## src/rtl/usb_host_bus_sched.sv

```systemverilog
// usb_host_bus_sched: host-side scheduler for the shared full-speed USB pair.
// Round-robin arbitrates NREQ sequencers, owns the host line driver enable for
// one transaction at a time, tracks the device response window and enforces
// the inter-packet gap before the next grant.
// Ports:
//   clk48        48 MHz clock, rising edge
//   reset        asynchronous active-low reset
//   req          per-requester level request (held until done/abort)
//   expect_rsp   per-requester response-expected flag, sampled at grant
//   host_tx_busy host transmitter is driving a packet
//   dev_tx_en    device output enable
//   grant        one-hot grant (registered)
//   host_oe      host driver enable (registered)
//   done         1-cycle pulse at end of a granted transaction
//   timeout      1-cycle pulse with done: no device response in the window
//   collision    1-cycle pulse with done: device drove while host_oe was set
//   busy         scheduler not idle
module usb_host_bus_sched #(
  parameter int unsigned NREQ        = 4,
  parameter int unsigned IPG_CYC     = 16,
  parameter int unsigned RSP_TIMEOUT = 72
) (
  input  logic            clk48,
  input  logic            reset,
  input  logic [NREQ-1:0] req,
  input  logic [NREQ-1:0] expect_rsp,
  input  logic            host_tx_busy,
  input  logic            dev_tx_en,
  output logic [NREQ-1:0] grant,
  output logic            host_oe,
  output logic            done,
  output logic            timeout,
  output logic            collision,
  output logic            busy
);

  localparam int unsigned PW = (NREQ > 1) ? $clog2(NREQ) : 1;
  localparam int unsigned GW = $clog2(IPG_CYC + 1);
  localparam int unsigned RW = (RSP_TIMEOUT > 1) ? $clog2(RSP_TIMEOUT) : 1;

  typedef enum logic [2:0] {
    S_IDLE, S_HOST_TX, S_WAIT_RSP, S_DEV_RX, S_GAP
  } state_e;

  state_e          state_q, state_d;
  logic [NREQ-1:0] grant_q, grant_d;
  logic            host_oe_q, host_oe_d;
  logic            done_q, done_d;
  logic            timeout_q, timeout_d;
  logic            collision_q, collision_d;
  logic            busy_q, busy_d;
  logic [PW-1:0]   rr_q, rr_d;
  logic [PW-1:0]   own_q, own_d;
  logic            exp_q, exp_d;
  logic            seen_q, seen_d;
  logic [GW-1:0]   gap_q, gap_d;
  logic [RW-1:0]   rsp_q, rsp_d;

  logic            win_vld;
  logic [PW-1:0]   win_idx;
  int unsigned     cand;

  // First requester at or after the round-robin pointer, wrapping.
  always_comb begin
    win_vld = 1'b0;
    win_idx = '0;
    cand    = 0;
    for (int unsigned k = 0; k < NREQ; k++) begin
      cand = (32'(rr_q) + k) % NREQ;
      if (!win_vld && req[PW'(cand)]) begin
        win_vld = 1'b1;
        win_idx = PW'(cand);
      end
    end
  end

  // Next-state and registered-output logic.
  always_comb begin
    state_d     = state_q;
    grant_d     = grant_q;
    host_oe_d   = host_oe_q;
    done_d      = 1'b0;
    timeout_d   = 1'b0;
    collision_d = 1'b0;
    rr_d        = rr_q;
    own_d       = own_q;
    exp_d       = exp_q;
    seen_d      = seen_q;
    gap_d       = gap_q;
    rsp_d       = rsp_q;

    // Gap counter: counts quiet cycles, any device activity restarts it.
    if (state_q == S_IDLE || state_q == S_GAP) begin
      if (dev_tx_en) begin
        gap_d = '0;
      end else if (!host_oe_q && gap_q < GW'(IPG_CYC)) begin
        gap_d = gap_q + GW'(1);
      end
    end

    unique case (state_q)
      S_IDLE: begin
        if (win_vld && gap_q >= GW'(IPG_CYC)) begin
          state_d   = S_HOST_TX;
          grant_d   = NREQ'(1) << win_idx;
          host_oe_d = 1'b1;
          exp_d     = expect_rsp[win_idx];
          own_d     = win_idx;
          seen_d    = 1'b0;
          rr_d      = (win_idx == PW'(NREQ - 1)) ? '0 : win_idx + PW'(1);
        end
      end
      S_HOST_TX: begin
        seen_d = seen_q | host_tx_busy;
        if (dev_tx_en && host_oe_q) begin
          // Device drove into our packet: collision wins over everything.
          grant_d     = '0;
          host_oe_d   = 1'b0;
          done_d      = 1'b1;
          collision_d = 1'b1;
          gap_d       = '0;
          state_d     = S_GAP;
        end else if (!seen_q && !host_tx_busy && !req[own_q]) begin
          // Requester withdrew before its packet started: silent release.
          grant_d   = '0;
          host_oe_d = 1'b0;
          gap_d     = '0;
          state_d   = S_GAP;
        end else if (seen_q && !host_tx_busy) begin
          grant_d   = '0;
          host_oe_d = 1'b0;
          if (exp_q) begin
            rsp_d   = '0;
            state_d = S_WAIT_RSP;
          end else begin
            done_d  = 1'b1;
            gap_d   = '0;
            state_d = S_GAP;
          end
        end
      end
      S_WAIT_RSP: begin
        // A response on the last window cycle still counts.
        if (dev_tx_en) begin
          state_d = S_DEV_RX;
        end else if (rsp_q == RW'(RSP_TIMEOUT - 1)) begin
          done_d    = 1'b1;
          timeout_d = 1'b1;
          gap_d     = '0;
          state_d   = S_GAP;
        end else begin
          rsp_d = rsp_q + RW'(1);
        end
      end
      S_DEV_RX: begin
        if (!dev_tx_en) begin
          done_d  = 1'b1;
          gap_d   = '0;
          state_d = S_GAP;
        end
      end
      S_GAP: begin
        if (gap_q >= GW'(IPG_CYC)) begin
          state_d = S_IDLE;
        end
      end
      default: state_d = S_IDLE;
    endcase

    busy_d = (state_d != S_IDLE);
  end

  // State and output registers; gap starts satisfied out of reset.
  always_ff @(posedge clk48 or negedge reset) begin
    if (!reset) begin
      state_q     <= S_IDLE;
      grant_q     <= '0;
      host_oe_q   <= 1'b0;
      done_q      <= 1'b0;
      timeout_q   <= 1'b0;
      collision_q <= 1'b0;
      busy_q      <= 1'b0;
      rr_q        <= '0;
      own_q       <= '0;
      exp_q       <= 1'b0;
      seen_q      <= 1'b0;
      gap_q       <= GW'(IPG_CYC);
      rsp_q       <= '0;
    end else begin
      state_q     <= state_d;
      grant_q     <= grant_d;
      host_oe_q   <= host_oe_d;
      done_q      <= done_d;
      timeout_q   <= timeout_d;
      collision_q <= collision_d;
      busy_q      <= busy_d;
      rr_q        <= rr_d;
      own_q       <= own_d;
      exp_q       <= exp_d;
      seen_q      <= seen_d;
      gap_q       <= gap_d;
      rsp_q       <= rsp_d;
    end
  end

  assign grant     = grant_q;
  assign host_oe   = host_oe_q;
  assign done      = done_q;
  assign timeout   = timeout_q;
  assign collision = collision_q;
  assign busy      = busy_q;

endmodule

```

## config.mk

```make
export PLATFORM = sky130hd
export DESIGN_NAME = usb_host_bus_sched
export DESIGN_NICKNAME = d
export VERILOG_FILES = /design/src/rtl/usb_host_bus_sched.sv
export SDC_FILE = /design/constraint.sdc
export NUM_CORES = 1
export LEC_CHECK = 0
export ABC_AREA = 1
export BUFFER_PORTS_ARGS = -buffer_cell sky130_fd_sc_hd__buf_2
export CORE_ASPECT_RATIO = 1.1
export CORE_MARGIN = 2
export CORE_UTILIZATION = 40
export DETAILED_ROUTE_END_ITERATION = 16
export PLACE_DENSITY = 0.65
export SYNTH_ARGS = -nofsm -noshare
export SYNTH_HDL_FRONTEND = slang
export SYNTH_SLANG_ARGS = --single-unit
```

## constraint.sdc

```tcl
create_clock -name clk48 -period 1.5 [get_ports clk48]
set_input_delay 0.15 -clock clk48 [delete_from_list [all_inputs] [get_ports clk48]]
set_output_delay 0.15 -clock clk48 [all_outputs]
set_load 0.02 [all_outputs]
```

* Word-level counts from Yosys, hierarchy flattened *
Index checks and enable logic that the tools add are counted.

word-level totals
  logic and storage cells = 140
  input bits = 12
  output and inout bits = 9
  bits in registers = 30

cells by class
  $lt $le $gt $ge = 8
  reduce and logical (&&, ||, !) cells = 25
  multiplexer cells = 72
  bitwise logic cells = 1
  add/sub/neg operators = 6
  shifts and indexed selects = 1
  equality and inequality tests = 14

operator list
  cell                                                      number
  2-to-1 mux 5 bit                                          10
  2-to-1 mux 7 bit                                          6
  2-to-1 mux 3 bit                                          9
  2-to-1 mux 1 bit                                          25
  < comparator 2 x 3 -> 1 bit, second input constant        6
  2-to-1 mux 4 bit                                          4
  one-hot mux 3 bit (5 select lines)                        1
  one-hot mux 5 bit (3 select lines)                        1
  one-hot mux 7 bit (2 select lines)                        1
  binary-select mux 1 bit (select 2 bit)                    6
  inequality test 2 bit, second input constant              6
  2-to-1 mux 2 bit                                          5
  logical AND 1 bit                                         9
  one-hot mux 4 bit (2 select lines)                        1
  adder 7 x 1 -> 7 bit, second input constant               1
  == test 7 bit, second input constant                      1
  zero test 1 bit                                           7
  AND reduction 7 bit                                       1
  == test 3 x 2 -> 1 bit, second input constant             2
  adder 5 x 1 -> 5 bit, second input constant               1
  greater-or-equal comparator 5 bit, second input constant  1
  < comparator 5 bit, second input constant                 1
  adder 2 x 1 -> 2 bit, second input constant               2
  adder 2 bit, second input constant                        2
  other kinds (15)                                          18

* Logic depth before layout (Yosys ltp) *
Gate-level depths: netlist of the first run.

  depth after elaboration = 16
  depth in mapped cells = 14
  depth with buffers taken out = 14

* Worst setup path before layout of the first run *
No wires, ideal clock.

  path kind = flip-flop to flip-flop
  from = register rr_q[0]
  to = register rr_q[1]
  path buffers = 0
  setup time = 0.083 ns
  clock period less this slack = 1.652 ns
  setup slack = -0.152 ns
  arrival = 1.569 ns
  data required time = 1.417 ns
  stages on the path, launching flop included = 13
  path through = dfrtp_1 > inv_2 > nand2_1 > nand2_4 > nand2_1 > nand2_1 > nor2_4 > nand3_1 > nand3_1 > nand2_2 > inv_2 > ha_1 > o21ai_0

between the ends
  cells in the longest elaborated chain, start to end = 14
  elaborated cells on any way between the ends = 30
  those cells by class = add/sub: 4; eq/ne: 1; mux: 17; reduce/logical: 8

RTL lines
  item                                                           RTL line  RTL
  start, declared                                                52        logic [PW-1:0] rr_q, rr_d;
  start signal, assigned                                         197       rr_q <= rr_d;
  branches (longest 11 deep; another with adder 2 x 1 -> 2 bit)  n/a
  2-to-1 mux 2 bit *                                             70        if (!win_vld && req[PW'(cand)]) begin
  net win_idx[1]                                                 60        logic [PW-1:0] win_idx;
  adder 2 x 1 -> 2 bit / == test 2 bit (equally long branches)   110       rr_d = (win_idx == PW'(NREQ - 1)) ? '0 : win_idx + PW'(1);
  2-to-1 mux 2 bit *                                             110

Mark *: on every way through the listed nets, which the timed path passes. The select of a mux whose other input is x is not followed.
A chain may end at the register's enable or synchronous reset.

* Worst setup path in the final report of the first run *
Ends and elaborated chain as after synthesis.

==> flow_metrics.tcl, run 1 <==
set metrics [dict create \
    synth_seq_cells 30 \
    root_buffer "clkbuf_8" \
    synthesis.area_per_instance_sq_um 7.65 \
    route.vias.total 1922 \
    die_h_um 77.0 \
    max_freq_mhz 559 \
    layout_min_cycle_time_ns 1.79 \
    yosys_warnings 0 \
    cts_tree "built" \
    path_class_of_the_lowest_slack_min_delay_path "in2reg" \
    clk_slew_on_worst_s_h_paths_ns 0.07 \
    clkLatencyLatePin_ns 0.29 \
    setup.worst_path.end_class "register" \
    static_leakage_power_nw 1.49 \
    fin_crit_sh_pct 119 \
    placed_cells_incl_taps 366 \
    ant_diodes 0 \
    power.density_nw_per_um2 1700 \
    startpoint_kind_of_the_worst_setup_timing_path "register" \
    detail_route.first_pass.iterations 4 \
    viasPerCell 4.89 \
    setup_repair_after_global_routing_missed_its_margin "yes" \
    outcome "finished, violations left" \
    cts_inserted_buffers 5 \
    floorplan.die.width_um 70.3 \
    detail_route.wl_per_cell_um 12.8 \
    synth_largest_area_cell "dfrtp_1" \
    num_rows 26 \
    worstPathMaxFanout 5 \
    worst_clock_skew_ns 0.00502 \
    grt_overflow_total 0 \
    buffer_ports.inserted 20 \
    max_transition_margin_pct 55.2 \
    report.power.total_mw 5.04 \
    hpwl_mm 3.28 \
    finalHoldViolations 0 \
    number_of_instances_in_the_synthesized_netlist 253 \
    post_route_cells_drive_above_1_share_pct 51.6 \
    critical_path_class "reg2reg" \
    final.setup.worst_slack_ns -0.289 \
    synthTopCellsByArea "dfrtp_1, nand2_1, inv_1" \
    drv_slew 0 \
    initial_core_util_pct 41.6 \
    netlist.area_leader.share_pct 37.5 \
    initial_antenna_violation_count 0 \
    peakVddDrop_v 0.000690 \
    drt_first_iter_violations 76 \
    layout.nets 355 \
    track_usage_pct 17.8 \
    wire_length_of_the_first_global_routing_pass_mm 7.80 \
    htree_levels 2 \
    syn_nets 272 \
    placeableCoreArea_sq_um 4650 \
    cp_data_required_time_ns 1.69 \
    vias_in_the_first_global_route 1794 \
    clk_path_buf_depth 2 \
    synth_cell_types 36 \
    clock_sink_count 30 \
    fp.dieArea_sq_um 5410 \
    syn-cell-area_sq_um 1940 \
    grt_max_degree 31 \
    synth_sequential_area_ratio_pct 38.8 \
    timing.max_cap.violations 0 \
    finish.cell_count_without_fillers 393 \
    finalSetupViolations 25 \
    syn_to_final_growth_pct 52.8 \
    worst_slew_pin_slew_ns 0.672 \
    route.antenna.remaining_nets 0 \
    drc_errors 0 \
    globalplace.congestion 0.860 \
    cp.arrival_ns 1.98 \
    top_level_ports 21 \
    wirelength_mm 5.05 \
    failing_checks "negative setup slack" \
]
final timing paths:
check / startpoint / depth (start not counted) / end / slack [ns]
setup / recovery: rr_q[0] / 10 / rr_q[1] / -0.29
hold / removal: host_tx_busy / 3 / seen_q / 0.16
setup reg to reg: rr_q[0] / 10 / rr_q[1] / -0.29
hold reg to reg: grant[0] / 2 / grant[0] / 0.47
max in group asynchronous: reset / 2 / rr_q[0] / 0.58
min in group asynchronous: reset / 2 / gap_q[3] / 0.43
final cells by class:
class,instances,area (sq um)
well taps,56,70.1
flip-flops and latches,30,756
fillers,376,1690
multi-input cells,186,1310
repair inverters,1,7.51
clock buffers,5,68.8
inverters,36,148
repair buffers,76,554
clock inverters,3,45.0
metrics by stage:
stage	setup slack [ns]	instance area [sq um]	setup TNS, ns	hold slack, ns	util, %
CTS	-0.274	2730	-3.04	0.134	58.7
floorplan	-0.0954	2000	-0.609	-0.146	-
finish	-0.289	2960	-3.85	0.160	63.6
global route	-0.411	2960	-6.46	0.161	63.6
detailed placement	-0.277	2450	-3.82	0.223	52.8
global placement	-0.245	2450	-3.34	0.217	52.8
Yosys cell counts:
master,n
dfrtp_1,29
o31ai_1,2
o21a_1,1
nand2_4,3
nor4_1,1
inv_6,1
nand3_2,2
nor2_4,2
nor3_4,2
nand2_1,78
nor3_1,4
clkinv_1,1
nor2_1,22
o211ai_2,1
nand3_1,13
nor3_2,1
a21oi_1,4
xor2_1,6
nand2_8,1
a41oi_1,1
nand2_2,8
a31oi_1,3
inv_1,26
nand3b_1,1
nand4_1,6
o22ai_2,1
o21ai_1,4
nand4_2,1
ha_1,7
inv_2,8
o21ai_2,1
o211ai_1,1
buf_6,1
o21ai_0,8
dfstp_2,1
o21bai_1,1
what timing repair did:
action | CTS | global route
pin swaps | 16 | 23
buffers inserted | 7 | 11
setup endpoints to repair | 24 | 27
hold endpoints to repair | 29 | 0
gates resized for setup | 27 | 42
gates cloned | 1 | 0
hold buffers | 1 | 0
per-layer routing:
metal	wire length, um	share of wire (%)	global-route usage, %	vias to the layer above
met5	0	0	0	-
met4	99	2.0	5.19	0
met3	186	3.7	3.15	9
met2	2620	52	31.5	42
met1	2140	42	21.9	893
li1	-	-	-	978
cells by family after synthesis:
family | after synthesis | synth area share [%]
DFF | 30 | 38.8
AOI/OAI and AO/OA | 28 | 9.24
xor gates and xnor gates | 6 | 2.71
adders and majority gates | 7 | 4.52
and+or+nand+nor | 145 | 36.8
buffers and inverters | 37 | 7.82
worst max-delay path: stages, from the launching register on:
cell and delay, ns:
dfrtp_2 0.47, inv_4 0.10, nand2_1 0.12, nand3_4 0.11, nand2_4 0.08, nor2_4 0.15, nand4_1 0.16, nand2_4 0.13
inv_4 0.05, ha_4 0.26, o21ai_2 0.05
where the power goes:
group          switching [mW]  total (mW)  internal, mW
logic                    1.63        3.06          1.43
clock network           0.349       0.843         0.494
registers               0.160        1.13         0.973
state kept, by name (all words and copies together) (netlist names):
register,count
rr_q,2
state_q,3
grant,4
host_oe,1
timeout,1
own_q,2
gap_q,5
collision,1
busy,1
seen_q,1
done,1
rsp_q,7
exp_q,1
layout by cell type, fill, tap and decap left out, types with 2 or more instances in the layout:
master	instances
o21ai_2	6
nor2_4	3
clkbuf_8	5
nor2_2	3
nand3_2	5
nor2_1	18
inv_1	22
inv_2	10
xor2_1	6
nand3_4	2
buf_2	20
o21ai_0	5
nand3_1	8
buf_6	5
nand2_4	12
inv_4	2
a31oi_1	2
buf_4	49
ha_1	4
clkinvlp_4	3
nor3_4	4
a21oi_1	3
nand2_2	24
o31ai_2	2
ha_2	2
nor3_1	2
dfrtp_1	26
nand2_1	53
nand4_1	6
dfrtp_2	3
No activity file was read; power rests on OpenSTA's default activity.
==> run 2: changes to the inputs <==
--- a/config.mk
+++ b/config.mk
@@ -10,6 +10,7 @@
 export CORE_ASPECT_RATIO = 1.1
 export CORE_MARGIN = 2
 export CORE_UTILIZATION = 40
+export CTS_BUF_LIST = sky130_fd_sc_hd__clkbuf_16
 export DETAILED_ROUTE_END_ITERATION = 16
 export PLACE_DENSITY = 0.65
 export SYNTH_ARGS = -nofsm -noshare
==> flow_metrics.tcl, run 2 (synthesis results as in run 1) <==
set metrics [dict create \
    finalHoldViolations 0 \
    power.density_nw_per_um2 1790 \
    startpoint_kind_of_the_worst_setup_timing_path "register" \
    seqCellArea_sq_um 756 \
    final.setup.worst_slack_ns -0.288 \
    syn_to_final_growth_pct 52.7 \
    setup_repair_after_global_routing_missed_its_margin "yes" \
    cp.arrival_ns 1.96 \
    static_leakage_power_nw 1.48 \
    route.antenna.remaining_nets 0 \
    fillerInstances 380 \
    top_register "rsp_q" \
    post_layout_inst_area_sq_um 2960 \
    num_rows 26 \
    wl_met2_mm 2.63 \
    clk_path_buf_depth 2 \
    cp_slowest_stage_delay_ns 0.47 \
    floorplan.die.width_um 70.3 \
    drv_slew 0 \
    globalplace.congestion 0.860 \
    top_level_ports 21 \
    post_dp_cell_area_sq_um 2450 \
    grt_overflow_total 0 \
    timing.max_cap.violations 0 \
    clock_sink_count 30 \
    ant_diodes 0 \
    number_of_flip_flops_in_the_largest_register 7 \
    met3_length_um 120 \
    wirelength_mm 5.00 \
    buffer_ports.inserted 20 \
    track_usage_pct 18.6 \
    worst_slew_pin_slew_ns 0.674 \
    vias_in_the_first_global_route 1838 \
    report.power.total_mw 5.29 \
    placeableCoreArea_sq_um 4650 \
    fin_crit_sh_pct 119 \
    worstPathMaxFanout 8 \
    critical_path_class "reg2reg" \
    die_h_um 77.0 \
    crit_path_cell_trace "buf_12, nand2_1, nand2_2, nand2_2, nand2_2, nor2_4, nand4_1, nand2_4, inv_4, ha_4, o21ai_2" \
    multi_input_area_sq_um 1270 \
    grt_max_degree 31 \
    layout_min_cycle_time_ns 1.79 \
    routedLengthMet1_mm 2.15 \
    detail_route.wl_per_cell_um 12.9 \
    outcome "finished, violations left" \
    layout.nets 351 \
    detail_route.first_pass.iterations 4 \
    drt_first_iter_violations 111 \
    path_class_of_the_lowest_slack_min_delay_path "in2reg" \
    fp.dieArea_sq_um 5410 \
    htree_levels 2 \
    clk_slew_on_worst_s_h_paths_ns 0.06 \
    peakVddDrop_v 0.000694 \
    setup_total_negative_slack_ns -3.88 \
    initial_core_util_pct 41.6 \
    setup.worst_path.end_class "register" \
    finalSetupViolations 25 \
    clkLatencyLatePin_ns 0.28 \
    drc_errors 0 \
    wire_length_of_the_first_global_routing_pass_mm 8.09 \
    cp_data_required_time_ns 1.67 \
    initial_antenna_violation_count 0 \
    cts_inserted_buffers 5 \
    max_transition_margin_pct 55.1 \
    worst_path_max_delay_cell "dfrtp_2" \
    hpwl_mm 3.28 \
    cts_tree "built" \
    route.vias.total 1906 \
    post_route_cells_drive_above_1_share_pct 48.6 \
    final_common_cell "nand2_1" \
    crit_top_cell "nand2_2" \
    root_buffer "clkbuf_16" \
    top_layer_used "met4" \
    max_freq_mhz 559 \
    failing_checks "negative setup slack" \
    worst_clock_skew_ns 0.00429 \
    layout_common_cells "nand2_1, buf_4, dfrtp_1" \
    viasPerCell 4.90 \
]
run 2: cell types whose count changed in the layout (fill, tap and decap cells not counted), moves of 2 or more:
| cell | before | now |
|---|---|---|
| nand2_2 | 24 | 20 |
| clkbuf_16 | 0 | 5 |
| clkbuf_8 | 5 | 0 |
| nor2_2 | 3 | 1 |
| o21ai_1 | 1 | 3 |
| buf_4 | 49 | 44 |
| nor2_1 | 18 | 20 |
| nand2_1 | 53 | 57 |
run 2: worst paths after layout:
kind                            slack (ns)    startpoint       end  cells past startpoint
worst max-delay path                 -0.29       rr_q[0]   rr_q[1]                     11
worst min-delay path                  0.16  host_tx_busy    seen_q                      3
worst max register to register       -0.29       rr_q[0]   rr_q[1]                     11
worst min register to register        0.47      grant[0]  grant[0]                      2
max in group asynchronous             0.58         reset   rr_q[0]                      2
min in group asynchronous             0.45         reset  gap_q[3]                      2
run 2: worst max-delay path, delay by kind of cell, from the launching register on:
kind	cells	cell delay [ns]
AO/OA/AOI/OAI	1	0.05
adder cells (fa/ha/maj)	1	0.26
buffers and inverters	2	0.22
flip-flops	1	0.47
AND/OR/NAND/NOR	7	0.69
run 2: through the flow:
step	util (%)	hold slack (ns)	std cells	setup WS, ns
floorplan	-	-0.146	253	-0.0954
global placement	52.8	0.217	366	-0.245
detailed placement	52.8	0.223	366	-0.277
CTS	59.6	0.147	382	-0.273
global route	63.5	0.194	389	-0.391
finish	63.5	0.155	389	-0.288
run 2: layout make-up:
cell class / instances / area share, %
Clock buffer: 5 / 4.23
Clock inverter: 3 / 1.52
Inverter: 36 / 4.91
Multi-Input combinational cell: 186 / 43.0
Sequential cell: 30 / 25.6
Tap cell: 56 / 2.37
Timing Repair Buffer: 72 / 18.2
Timing Repair inverter: 1 / 0.254
run 2: layer usage:
| metal | up-vias | GRT usage (%) |
|---|---|---|
| met5 | - | 0 |
| met4 | 0 | 7.12 |
| met3 | 9 | 3.02 |
| met2 | 31 | 33.3 |
| met1 | 893 | 22.1 |
| li1 | 973 | - |
run 2: repair_timing:
item | CTS | global route
buffers inserted | 7 | 7
endpoints found under the hold margin | 29 | 0
endpoints found under the setup margin | 24 | 27
pin swaps | 18 | 20
hold buffers | 1 | 0
cloned | 1 | 0
resized for setup | 26 | 32
run 2: where the power goes:
group / leakage [nW] / internal, mW / switching (mW)
sequential: 0.388 / 0.975 / 0.151
combinational: 1.02 / 1.40 / 1.60
clock: 0.0760 / 0.782 / 0.380
total: 1.48 / 3.16 / 2.13
